--- src/rtl/i2c_pkg.sv ---
// i2c_pkg: state encoding, register indices, reset values and R/W bit position shared by i2c_target_regs
package i2c_pkg;

    typedef enum logic [3:0] {
        IDLE,
        ADDR,
        ADDR_ACK,
        PTR,
        PTR_ACK,
        WDATA,
        WDATA_ACK,
        RDATA,
        RACK,
        IGNORE
    } i2c_state_t;

    localparam logic [2:0] REG_ENABLE = 3'd0;
    localparam logic [2:0] REG_ATIME  = 3'd1;
    localparam logic [2:0] REG_SCR2   = 3'd2;
    localparam logic [2:0] REG_SCR3   = 3'd3;
    localparam logic [2:0] REG_CDATAL = 3'd4;
    localparam logic [2:0] REG_CDATAH = 3'd5;
    localparam logic [2:0] REG_ID     = 3'd6;
    localparam logic [2:0] REG_SCR7   = 3'd7;

    localparam logic [7:0] ENABLE_RST = 8'h00;
    localparam logic [7:0] ATIME_RST  = 8'hFF;
    localparam logic [7:0] SCR_RST    = 8'h00;

    localparam int RW_BIT = 0;

    function automatic logic reg_writable(input logic [2:0] idx);
        return !(idx inside {REG_CDATAL, REG_CDATAH, REG_ID});
    endfunction

    function automatic logic [7:0] reg_rst(input logic [2:0] idx);
        return idx == REG_ENABLE ? ENABLE_RST : idx == REG_ATIME ? ATIME_RST : SCR_RST;
    endfunction

endpackage

--- src/rtl/i2c_sync_edge.sv ---
// i2c_sync_edge: 2-flop synchronizer for an asynchronous bus line plus one edge-detect flop
module i2c_sync_edge (
    input  logic clk,
    input  logic rst,
    input  logic d,
    output logic q,
    output logic rise,
    output logic fall
);

    logic [2:0] s;

    // idle bus lines are pulled high, so the pipeline resets to 1 and sees no edge on release
    always_ff @(posedge clk or negedge rst) begin
        if (!rst) s <= 3'b111;
        else      s <= {s[1:0], d};
    end

    assign q    = s[1];
    assign rise = s[1] & ~s[2];
    assign fall = ~s[1] & s[2];

endmodule

--- src/rtl/i2c_target_regs.sv ---
// i2c_target_regs: I2C target with an 8-entry TCS3502-style register map; define I2C_TARGET_AUTOINC_EN for pointer auto-increment
module i2c_target_regs
    import i2c_pkg::*;
#(
    parameter logic [6:0] DEV_ADDR = 7'h29,
    parameter logic [7:0] DEV_ID   = 8'h44
) (
    input  logic        clk,
    input  logic        rst,
    input  logic        scl_in,
    input  logic        sda_in,
    output logic        sda_oe,
    input  logic [15:0] sense_data,
    output logic [7:0]  enable_reg,
    output logic        wr_strobe,
    output logic [2:0]  wr_addr,
    output logic [7:0]  wr_data,
    output logic        busy
);

    logic       scl_q, scl_rise, scl_fall;
    logic       sda_q, sda_rise, sda_fall;
    logic       start_c, stop_c;
    i2c_state_t state;
    logic [3:0] cnt;
    logic [7:0] sh;
    logic [2:0] ptr, ptr_nx;
    logic       rw, mack;
    logic [7:0] cdatah_shadow;
    logic [7:0] regs [8];
    logic [7:0] rd_byte;

    i2c_sync_edge u_scl (.clk(clk), .rst(rst), .d(scl_in), .q(scl_q), .rise(scl_rise), .fall(scl_fall));
    i2c_sync_edge u_sda (.clk(clk), .rst(rst), .d(sda_in), .q(sda_q), .rise(sda_rise), .fall(sda_fall));

    assign start_c    = scl_q & sda_fall;
    assign stop_c     = scl_q & sda_rise;
    assign enable_reg = regs[REG_ENABLE];

`ifdef I2C_TARGET_AUTOINC_EN
    assign ptr_nx = ptr + 3'd1;
`else
    assign ptr_nx = ptr;
`endif

    // byte presented for the next read; CDATAH comes from the shadow so both halves match
    assign rd_byte = ptr == REG_CDATAL ? sense_data[7:0] :
                     ptr == REG_CDATAH ? cdatah_shadow :
                     ptr == REG_ID     ? DEV_ID : regs[ptr];

    // bus protocol FSM: bits sampled on SCL rise, SDA driven only on SCL fall, START/STOP override all
    always_ff @(posedge clk or negedge rst) begin
        if (!rst) begin
            state         <= IDLE;
            cnt           <= 4'd0;
            sh            <= 8'h00;
            ptr           <= 3'd0;
            rw            <= 1'b0;
            mack          <= 1'b0;
            sda_oe        <= 1'b0;
            busy          <= 1'b0;
            wr_strobe     <= 1'b0;
            wr_addr       <= 3'd0;
            wr_data       <= 8'h00;
            cdatah_shadow <= 8'h00;
            for (int i = 0; i < 8; i++) regs[i] <= reg_rst(3'(i));
        end else begin
            wr_strobe <= 1'b0;
            if (stop_c) begin
                state  <= IDLE;
                sda_oe <= 1'b0;
                busy   <= 1'b0;
            end else if (start_c) begin
                state  <= ADDR;
                cnt    <= 4'd0;
                sda_oe <= 1'b0;
            end else if (scl_rise) begin
                if (state inside {ADDR, PTR, WDATA}) begin
                    sh  <= {sh[6:0], sda_q};
                    cnt <= cnt + 4'd1;
                end
                if (state == RACK) mack <= ~sda_q;
            end else if (scl_fall) begin
                case (state)
                    ADDR: if (cnt == 4'd8) begin
                        cnt <= 4'd0;
                        if (sh[7:1] == DEV_ADDR) begin
                            state  <= ADDR_ACK;
                            sda_oe <= 1'b1;
                            busy   <= 1'b1;
                            rw     <= sh[RW_BIT];
                        end else begin
                            state <= IGNORE;
                        end
                    end
                    ADDR_ACK: begin
                        cnt <= 4'd0;
                        if (rw) begin
                            state  <= RDATA;
                            sh     <= rd_byte;
                            sda_oe <= ~rd_byte[7];
                            if (ptr == REG_CDATAL) cdatah_shadow <= sense_data[15:8];
                        end else begin
                            state  <= PTR;
                            sda_oe <= 1'b0;
                        end
                    end
                    PTR: if (cnt == 4'd8) begin
                        state  <= PTR_ACK;
                        sda_oe <= 1'b1;
                        ptr    <= sh[2:0];
                    end
                    PTR_ACK: begin
                        state  <= WDATA;
                        sda_oe <= 1'b0;
                        cnt    <= 4'd0;
                    end
                    WDATA: if (cnt == 4'd8) begin
                        state  <= WDATA_ACK;
                        sda_oe <= 1'b1;
                    end
                    WDATA_ACK: begin
                        if (reg_writable(ptr)) begin
                            regs[ptr] <= sh;
                            wr_strobe <= 1'b1;
                            wr_addr   <= ptr;
                            wr_data   <= sh;
                        end
                        ptr    <= ptr_nx;
                        state  <= WDATA;
                        sda_oe <= 1'b0;
                        cnt    <= 4'd0;
                    end
                    RDATA: if (cnt == 4'd7) begin
                        state  <= RACK;
                        sda_oe <= 1'b0;
                        ptr    <= ptr_nx;
                    end else begin
                        cnt    <= cnt + 4'd1;
                        sh     <= {sh[6:0], 1'b0};
                        sda_oe <= ~sh[6];
                    end
                    RACK: if (mack) begin
                        state  <= RDATA;
                        cnt    <= 4'd0;
                        sh     <= rd_byte;
                        sda_oe <= ~rd_byte[7];
                        if (ptr == REG_CDATAL) cdatah_shadow <= sense_data[15:8];
                    end else begin
                        state <= IDLE;
                        busy  <= 1'b0;
                    end
                    default: ;
                endcase
            end
        end
    end

endmodule

--- config.mk ---
export PLATFORM = sky130hd
export DESIGN_NAME = i2c_target_regs
export DESIGN_NICKNAME = d
export VERILOG_FILES = /design/src/rtl/i2c_pkg.sv /design/src/rtl/i2c_sync_edge.sv /design/src/rtl/i2c_target_regs.sv
export SDC_FILE = /design/constraint.sdc
export NUM_CORES = 1
export LEC_CHECK = 0
export CORE_AREA = 8 8 105 107
export CTS_CLUSTER_DIAMETER = 60
export DETAILED_ROUTE_END_ITERATION = 12
export DIE_AREA = 0 0 113 115
export HOLD_SLACK_MARGIN = 0.02
export PLACE_DENSITY = 0.82
export SYNTH_ARGS = -nofsm -noshare
export SYNTH_HDL_FRONTEND = slang
export SYNTH_SLANG_ARGS = --single-unit
--- constraint.sdc ---
create_clock -name clk -period 2.3 [get_ports clk]
set_input_delay 0.23 -clock clk [delete_from_list [all_inputs] [get_ports clk]]
set_output_delay 0.23 -clock clk [all_outputs]
set_load 0.01 [all_outputs]
==> impl_metrics.py, run 1 <==
metrics = {
    "status": {
        "outcome": "finished clean",
    },
    "placement": {
        "io_buffers": 41,
        "place_hpwl_um": 8425,
        "gp_congestion": 0.9347,
        "dp_worst_setup_slack_ps": 74.23,
    },
    "clock_tree": {
        "root_buffer": "clkbuf_8",
        "cts_buffers": 9,
        "h-tree-depth": 3,
        "clkSlewWorstSetupHoldPaths_ps": 90,
        "clockBufferDepth": 2,
        "cts_tree": "built",
        "clock_sinks": 89,
        "clock_latency_ps": 350,
    },
    "critical_path": {
        "cp.required_ps": 2540,
        "reg2reg_depth": 5,
        "cp_max_fo": 11,
        "critical_path.slowest_cell": "dfstp_2",
        "cp_slowest_stage_delay_ps": 600,
        "cp_num_cells": 5,
        "critPathCaptureType": "flop",
        "critPathKind": "reg -> reg",
        "startpoint_type": "flop",
        "worstPathCellList": "xor2_1 > a2111o_2 > a21oi_1 > buf_4 > mux2_2",
        "critPathArrivalTime_ps": 2450,
        "critical-path-top-delay-family": "compound AO/OA/AOI/OAI gates",
        "cp_num_buf_inv": 1,
    },
    "timing": {
        "finalSetupTns_ps": 0,
        "drv_slew": 0,
        "rsz0062_at_grt": "false",
        "period_needed_ps": 2208,
        "fmax_ghz": 0.4529,
        "hold_viol": 0,
        "skew_ps": 7.701,
        "layout_setup_ws_ps": 91.84,
        "finalSetupViolCount": 0,
        "slew_headroom": 0.6701,
        "worstMarginPinSlew_ps": 492.8,
        "period_share": 0.9601,
    },
    "drt": {
        "drt_iter0_drc": 227,
        "num_vias": 3347,
        "first_pass_iters": 4,
        "viasPerCell": 5.924,
        "wl_met3_um": 543,
        "remaining_drc_errors": 0,
        "wl_met1_um": 5158,
        "highest_layer": "met4",
        "routed_wl_um": 11750,
        "drt-wirelength-per-cell_um": 20.80,
        "detail-route-antenna-nets": 0,
        "route.met2.wl_um": 5798,
    },
    "synth": {
        "synth_top_area_share": 0.3950,
        "synthCells": 401,
        "ys.flop_type": "dfrtp_1",
        "synth_cell_type_count": 66,
        "yosys_warnings": 0,
        "ys_ff_latch": 89,
        "synthesis.area_um2": 4751,
        "ys_seq_area_frac": 0.4725,
        "synth_area_leader_cell": "dfrtp_1",
        "ys_top_cells_by_count": "dfrtp_1, mux2_2, nand2_1",
        "synth-edff-count": 0,
        "synth-async-reset-ratio": 1.000,
        "synthTopCellsByArea": "dfrtp_1, mux2_2, dfstp_2, mux2_4, mux2i_1",
        "yosysMostFrequentCell": "dfrtp_1",
        "syn_nets": 425,
        "syn_avg_cell_area_um2": 11.85,
    },
    "final_layout": {
        "drive_gt1_frac": 0.3237,
        "regMostFlops": "regs",
        "diodes": 0,
        "area_delta_synth_final_pct": 17.54,
        "final_nets": 470,
        "fillers": 766,
        "largest_reg_flops": 32,
    },
    "power": {
        "p_int_w": 0.002364,
        "switching_share": 0.2309,
        "powerDensity_nw_per_um2": 550.3,
        "switchingPower_w": 0.0007095,
        "comb_power_share": 0.068,
        "power_frac_clock": 0.403,
        "finalPower_w": 0.003073,
        "power.leakage_nw": 2.548,
        "max-vdd-ir-drop_mv": 0.3346,
        "pwr-share-seq": 0.529,
    },
    "floorplan": {
        "row_count": 36,
        "die-area_um2": 13000,
        "start_util": 0.5022,
        "die_y_um": 115,
        "core-area_um2": 9459,
        "fp.dieW_um": 113,
        "pin_count": 42,
    },
    "min_path": {
        "whs_path_depth": 1,
        "hold_path_class": "in -> reg",
    },
    "grt": {
        "grt_pass1_wl_um": 18770,
        "gr-total-overflow": 0,
        "grt_max_degree": 62,
        "grt_pass1_vias": 3569,
        "antenna_found_initial": 0,
        "grt_use_total": 0.1835,
    },
    "job": {
        "max_cap_violations": 0,
    },
}
## through the flow
step	util	hold slack (ps)	cell area, um2	cells
2_1_floorplan	-	-65.59	4751	401
3_3_place_gp	0.5627	185.6	5323	547
3_5_place_dp	0.5627	186.8	5323	547
4_1_cts	0.5882	272.9	5564	564
5_1_grt	0.5903	279.8	5584	565
6_report	0.5903	279.0	5584	565
## repair_timing
action	in CTS	in global routing
buffers inserted	0	1
endpoints found under the hold margin	24	0
setup endpoints to repair	0	11
hold buffers	1	0
resized for setup	0	1
## placed cells by master, fill, tap and decap left out, drive strengths merged, types with 4 or more instances in the layout
master	count
o211ai	4
mux2	70
inv	13
ha	4
a211oi	9
nor2b	13
nand2	22
a32o	4
clkbuf	12
dfrtp	75
nand3	8
o22ai	4
o21ai	14
mux2i	14
nor2	19
buf	25
nand2b	5
o31ai	4
nand3b	5
clkdlybuf4s50	40
dfstp	14
a21oi	18
## cell families after synthesis
kind of cell,Yosys count,share of synthesized area
and+or+nand+nor,95,0.1272
DFF,89,0.4725
muxes,87,0.2223
AOI/OAI and AO/OA,80,0.1182
buffers and inverters,45,0.04740
adders and majority gates,4,0.01054
xor gates and xnor gates,1,0.001844
## cell type report
cell class	instances	area, um2	share of cell area
Sequential cell	89	2245	0.4020
Clock buffer	12	155.1	0.02778
Clock inverter	4	76.32	0.01367
Inverter	13	48.80	0.008739
Timing Repair Buffer	66	635.6	0.1138
Multi-Input combinational cell	267	2281	0.4085
Tap cell	114	142.6	0.02554
## final timing paths
path / from / slack, ps / end
worst max-delay path: u_sda.s[1]$_DFF_PN1_ / 90 / wr_data[4]$_DFFE_PN0P_
worst min-delay path: sda_in / 280 / u_sda.s[0]$_DFF_PN1_
worst max register to register: u_sda.s[1]$_DFF_PN1_ / 90 / wr_data[4]$_DFFE_PN0P_
worst min register to register: u_scl.s[0]$_DFF_PN1_ / 360 / u_scl.s[1]$_DFF_PN1_
max in group asynchronous: rst / 1260 / regs[54]$_DFFE_PN1P_
min in group asynchronous: rst / 340 / state[1]$_DFFE_PN0P_
## metal layers
metal / track usage / vias to the layer above
met5: 0 / -
met1: 0.2226 / 1684
met4: 0.06661 / 0
met2: 0.3202 / 103
li1: - / 1538
met3: 0.03309 / 22
## power by group through the flow
stage | clock network [W] | registers, W | logic (W)
2_1_floorplan | 0 | 0.00164 | 0.000110
3_3_place_gp | 0 | 0.00165 | 0.000201
3_5_place_dp | 0 | 0.00166 | 0.000208
4_1_cts | 0.00125 | 0.00163 | 0.000210
5_1_grt | 0.00131 | 0.00163 | 0.000230
6_report | 0.00124 | 0.00163 | 0.000208
Note: power is estimated with default switching activity, not from simulation.
==> run 2, diff against run 1 <==
Settings changed: CORE_AREA 8 8 105 107 to 8 8 126 128, DIE_AREA 0 0 113 115 to 0 0 134 136, DONT_BUFFER_PORTS set to 1, PLACE_DENSITY 0.82 to 0.57.
==> run 2 against run 1 <==
Against the previous run: combinational power is 7% lower; clock power is 22% higher; largest cell class unchanged; register-to-register slack worse by 20 ps; count of clock-buffer cells in the layout is 1 lower; sequential share of layout area is 1.0 points higher; sequential power hardly changed.
==> impl_metrics.py, run 2 (synthesis gave the netlist of run 1 again) <==
metrics = {
    "timing": {
        "finalSetupTns_ps": 0,
        "layout_setup_ws_ps": 69.60,
        "drv_slew": 0,
        "period_share": 0.9697,
        "slew_headroom": 0.6327,
        "period_needed_ps": 2230,
        "skew_ps": 6.902,
        "finalSetupViolCount": 0,
        "fmax_ghz": 0.4483,
        "hold_viol": 0,
        "worstMarginPinSlew_ps": 549.8,
        "rsz0062_at_grt": "false",
    },
    "power": {
        "power_frac_clock": 0.453,
        "power.leakage_nw": 2.503,
        "switching_share": 0.2323,
        "pwr-share-seq": 0.488,
        "p_int_w": 0.002554,
        "max-vdd-ir-drop_mv": 0.5008,
        "powerDensity_nw_per_um2": 610.8,
        "comb_power_share": 0.058,
        "switchingPower_w": 0.0007730,
    },
    "final_layout": {
        "fillers": 1367,
        "final_nets": 440,
        "largest_reg_flops": 32,
        "drive_gt1_frac": 0.3539,
        "multi_input_comb_area_um2": 2285,
        "mostFrequentLayoutCell": "dfrtp_1",
        "seq_area_um2": 2245,
        "diodes": 0,
        "layout_common_cells": "dfrtp_1, mux2_2, buf_4",
        "regMostFlops": "regs",
        "area_delta_synth_final_pct": 14.67,
        "utilization": 0.3881,
    },
    "critical_path": {
        "startpoint_type": "flop",
        "critPathArrivalTime_ps": 2460,
        "critPathCaptureType": "flop",
        "cp.required_ps": 2530,
        "r2r_end": "regs[33]$_DFFE_PN0P_",
        "cp_max_fo": 8,
        "rrSetupSlack_ps": 70,
        "critPathKind": "reg -> reg",
        "r2r_start": "u_sda.s[1]$_DFF_PN1_",
        "reg2reg_depth": 5,
        "cp-startpoint": "u_sda.s[1]$_DFF_PN1_",
    },
    "grt": {
        "grt_use_total": 0.1353,
        "gr-total-overflow": 0,
        "antenna_found_initial": 0,
        "grt_pass1_wl_um": 18890,
        "grt_max_degree": 90,
        "grt_pass1_vias": 3246,
    },
    "job": {
        "max_cap_violations": 0,
    },
    "floorplan": {
        "core-area_um2": 14040,
        "row_count": 44,
        "start_util": 0.3384,
        "pin_count": 42,
        "fp.dieW_um": 134,
        "die_y_um": 136,
        "die-area_um2": 18220,
    },
    "clock_tree": {
        "cts_setup_buffers": 0,
        "clockBufferDepth": 2,
        "cts_tree": "built",
        "clkSlewWorstSetupHoldPaths_ps": 60,
        "cts_buffers": 9,
        "h-tree-depth": 3,
        "clock_latency_ps": 350,
        "clock_sinks": 89,
        "root_buffer": "clkbuf_16",
    },
    "placement": {
        "dp_worst_setup_slack_ps": 11.22,
        "place_hpwl_um": 8544,
        "io_buffers": 0,
        "gp_congestion": 0.8629,
    },
    "drt": {
        "first_pass_iters": 4,
        "routed_wl_um": 11850,
        "detail-route-antenna-nets": 0,
        "remaining_drc_errors": 0,
        "num_vias": 3200,
        "drt-wirelength-per-cell_um": 19.59,
        "drt_iter0_drc": 246,
        "viasPerCell": 5.289,
    },
    "min_path": {
        "min_from": "sense_data[15]",
        "whs_path_depth": 1,
        "hold_path_class": "in -> reg",
        "min_to": "cdatah_shadow[7]$_DFFE_PN0P_",
    },
    "status": {
        "outcome": "finished clean",
    },
}
run 2: cell types whose count changed in the layout (fill, tap and decap cells not counted), sizes merged:
cell           delta
bufinv            -1
clkinvlp          -1
clkbuf            -1
clkinv            +1
inv               +2
buf               +3
clkdlybuf4s50    -40
dlygate4sd3       +7
run 2: worst max path at each step:
| stage | end | slack [ps] |
|---|---|---|
| 6_report | regs[33]$_DFFE_PN0P_ | 70 |
| 3_5_place_dp | wr_data[1]$_DFFE_PN0P_ | 10 |
| 5_1_grt | regs[32]$_DFFE_PN0P_ | 30 |
| 4_1_cts | wr_data[2]$_DFFE_PN0P_ | 3 |
| 3_3_place_gp | wr_data[6]$_DFFE_PN0P_ | 10 |
| 2_1_floorplan | wr_addr[0]$_DFFE_PN0P_ | 90 |
run 2: what timing repair did:
item	in CTS	in global routing
gates resized for setup	0	1
endpoints found under the setup margin	0	9
hold endpoints to repair	96	89
hold buffers	7	2
run 2: power by group through the flow:
| stage | logic, W | registers [W] | clock network, W |
|---|---|---|---|
| final | 0.000193 | 0.00163 | 0.00151 |
| after global routing | 0.000216 | 0.00163 | 0.00162 |
| after floorplan | 0.000110 | 0.00164 | 0 |
| after detailed placement | 0.000146 | 0.00165 | 0 |
| after global placement | 0.000144 | 0.00165 | 0 |
| after CTS | 0.000157 | 0.00162 | 0.00157 |
run 2: metrics by stage:
| step | power, W | cell area, um2 | hold slack [ps] | instances |
|---|---|---|---|---|
| 3_5_place_dp | 0.001800 | 5032 | -61.12 | 580 |
| 3_3_place_gp | 0.001797 | 5032 | -60.71 | 580 |
| 6_report | 0.003327 | 5448 | 39.25 | 605 |
| 4_1_cts | 0.003355 | 5406 | -442.3 | 603 |
| 2_1_floorplan | 0.001747 | 4751 | -65.59 | 401 |
| 5_1_grt | 0.003461 | 5448 | 24.17 | 605 |
run 2: critical path: stages, from the launching register on:
cell	delay (ps)
dfstp_2	600
xor2_1	140
a2111o_2	610
nor2_8	210
nand3_4	200
mux2_4	340
run 2: cell type report:
type | instances | share of cell area
inverters | 13 | 0.008957
clock inverters | 5 | 0.01125
multi-input cells | 267 | 0.4194
repair buffers | 36 | 0.06155
flip-flops and latches | 89 | 0.4120
clock buffers | 11 | 0.04456
well taps | 184 | 0.04226
run 2: layer usage:
layer / vias up / share of wire / global-route usage / routed length, um
met2: 65 / 0.49 / 0.2178 / 5856
met4: 0 / 0.019 / 0.05115 / 224
li1: 1485 / - / - / -
met1: 1634 / 0.43 / 0.1683 / 5141
met5: - / 0 / 0 / 0
met3: 16 / 0.053 / 0.04028 / 629
==> run 3, diff against run 2 <==
Settings changed: HOLD_SLACK_MARGIN 0.02 to not set.
==> run 3 against run 2 <==
Against the previous run: sequential cell count is the same; clock power is essentially flat; first-iteration DRC count grew 6.1%; sequential share of layout area grew 0.38 points; worst setup slack is essentially flat; cell area shrank 0.92%; maximum frequency is essentially flat; largest power group unchanged.
==> impl_metrics.py, run 3 (synthesis gave the netlist of run 1 again) <==
metrics = {
    "clock_tree": {
        "clock_sinks": 89,
        "clkSlewWorstSetupHoldPaths_ps": 60,
        "h-tree-depth": 3,
        "cts_tree": "built",
        "cts_setup_buffers": 0,
        "clock_latency_ps": 350,
        "root_buffer": "clkbuf_16",
        "cts_buffers": 9,
        "clockBufferDepth": 2,
    },
    "min_path": {
        "hold_path_class": "in -> reg",
    },
    "timing": {
        "skew_ps": 8.488,
        "finalSetupViolCount": 0,
        "rsz0062_at_grt": "false",
        "drv_slew": 0,
        "slew_headroom": 0.6243,
        "finalSetupTns_ps": 0,
        "period_needed_ps": 2231,
        "worstMarginPinSlew_ps": 562.4,
        "fmax_ghz": 0.4483,
        "hold_viol": 0,
        "period_share": 0.9699,
    },
    "critical_path": {
        "critPathCaptureType": "flop",
        "critical_path.slowest_cell": "a2111o_2",
        "cp_slowest_stage_delay_ps": 610,
        "critPathKind": "reg -> reg",
        "cp.required_ps": 2530,
        "critPathArrivalTime_ps": 2460,
        "worstPathCellList": "xor2_1 > a2111o_2 > nor2_8 > nand3_4 > mux2_4",
        "cp_max_fo": 8,
        "startpoint_type": "flop",
    },
    "floorplan": {
        "core-area_um2": 14040,
        "die-area_um2": 18220,
        "start_util": 0.3384,
        "die_y_um": 136,
        "row_count": 44,
        "fp.dieW_um": 134,
        "pin_count": 42,
    },
    "grt": {
        "grt_use_met2": 0.2178,
        "grt_pass1_wl_um": 18770,
        "grt_use_total": 0.1348,
        "grtUsageMet1": 0.1676,
        "gr-total-overflow": 0,
        "top_usage_layer": "met2",
        "grt_max_degree": 90,
        "antenna_found_initial": 0,
        "use_met3": 0.04028,
        "grt_pass1_vias": 3201,
    },
    "drt": {
        "remaining_drc_errors": 0,
        "first_pass_iters": 4,
        "viasPerCell": 5.323,
        "routed_wl_um": 11830,
        "detail-route-antenna-nets": 0,
        "drt_iter0_drc": 261,
        "drt-wirelength-per-cell_um": 19.72,
        "num_vias": 3194,
    },
    "final_layout": {
        "seq_area_um2": 2245,
        "final_nets": 435,
        "multi_input_comb_area_um2": 2285,
        "layout_common_cells": "dfrtp_1, mux2_2, buf_4",
        "area_delta_synth_final_pct": 13.62,
        "largest_reg_flops": 32,
        "drive_gt1_frac": 0.3582,
        "diodes": 0,
        "mostFrequentLayoutCell": "dfrtp_1",
        "fillers": 1369,
        "regMostFlops": "regs",
        "fin_area_um2": 5398,
    },
    "placement": {
        "io_buffers": 0,
        "placed_area_um2": 5032,
        "gp_congestion": 0.8629,
        "place_hpwl_um": 8544,
    },
    "power": {
        "powerDensity_nw_per_um2": 614.7,
        "max-vdd-ir-drop_mv": 0.5009,
        "power.leakage_nw": 2.482,
    },
    "job": {
        "max_cap_violations": 0,
    },
    "status": {
        "outcome": "finished clean",
    },
}
==> run 3: cell type report <==
cell class | instances | area share
clock buffers | 11 | 0.04497
clock inverters | 5 | 0.01136
inverters | 13 | 0.009040
multi-input cells | 267 | 0.4233
flip-flops and latches | 89 | 0.4159
well taps | 184 | 0.04265
repair buffers | 31 | 0.05285
==> run 3: repair_timing <==
action | 4_1_cts | 5_1_grt
hold endpoints to repair | 91 | 89
resized for setup | 0 | 1
endpoints found under the setup margin | 0 | 9
hold buffers | 2 | 2
==> run 3: routing by layer <==
metal / part of all wire / routed length (um)
met1: 0.43 / 5127
met2: 0.50 / 5883
met3: 0.055 / 656
met4: 0.014 / 165
met5: 0 / 0
==> run 3: worst max-delay path, delay by kind of cell, from the launching register on <==
kind | cells | cell delay [ps]
xor gates and xnor gates | 1 | 140
and+or+nand+nor | 2 | 410
AOI/OAI and AO/OA | 1 | 610
muxes | 1 | 340
DFF | 1 | 600
==> run 3: final timing paths <==
kind / from / to / slack (ps) / cells after the start
min in group asynchronous: rst / cnt[2]$_DFFE_PN0P_ / 450 / 2
min: sense_data[9] / cdatah_shadow[1]$_DFFE_PN0P_ / 30 / 1
min reg2reg: u_scl.s[0]$_DFF_PN1_ / u_scl.s[1]$_DFF_PN1_ / 360 / 0
max reg2reg: u_sda.s[1]$_DFF_PN1_ / regs[33]$_DFFE_PN0P_ / 70 / 5
max in group asynchronous: rst / regs[50]$_DFFE_PN1P_ / 1450 / 2
max: u_sda.s[1]$_DFF_PN1_ / regs[33]$_DFFE_PN0P_ / 70 / 5
==> run 3: through the flow <==
stage	instances	setup slack, ps	hold slack, ps	total power (W)	util
floorplan	401	90.32	-65.59	0.001747	-
global placement	580	14.68	-60.71	0.001797	0.3585
detailed placement	580	11.22	-61.12	0.001800	0.3585
CTS	598	2.771	-442.3	0.003348	0.3816
global route	600	25.41	15.01	0.003454	0.3845
finish	600	69.21	28.65	0.003318	0.3845
==> run 3: where the power goes <==
group / internal (W) / switching [W] / total (W)
Clock: 0.000880 / 0.000628 / 0.00151
Sequential: 0.00160 / 0.0000297 / 0.00162
Combinational: 0.0000737 / 0.000112 / 0.000186
Total: 0.00255 / 0.000770 / 0.00332
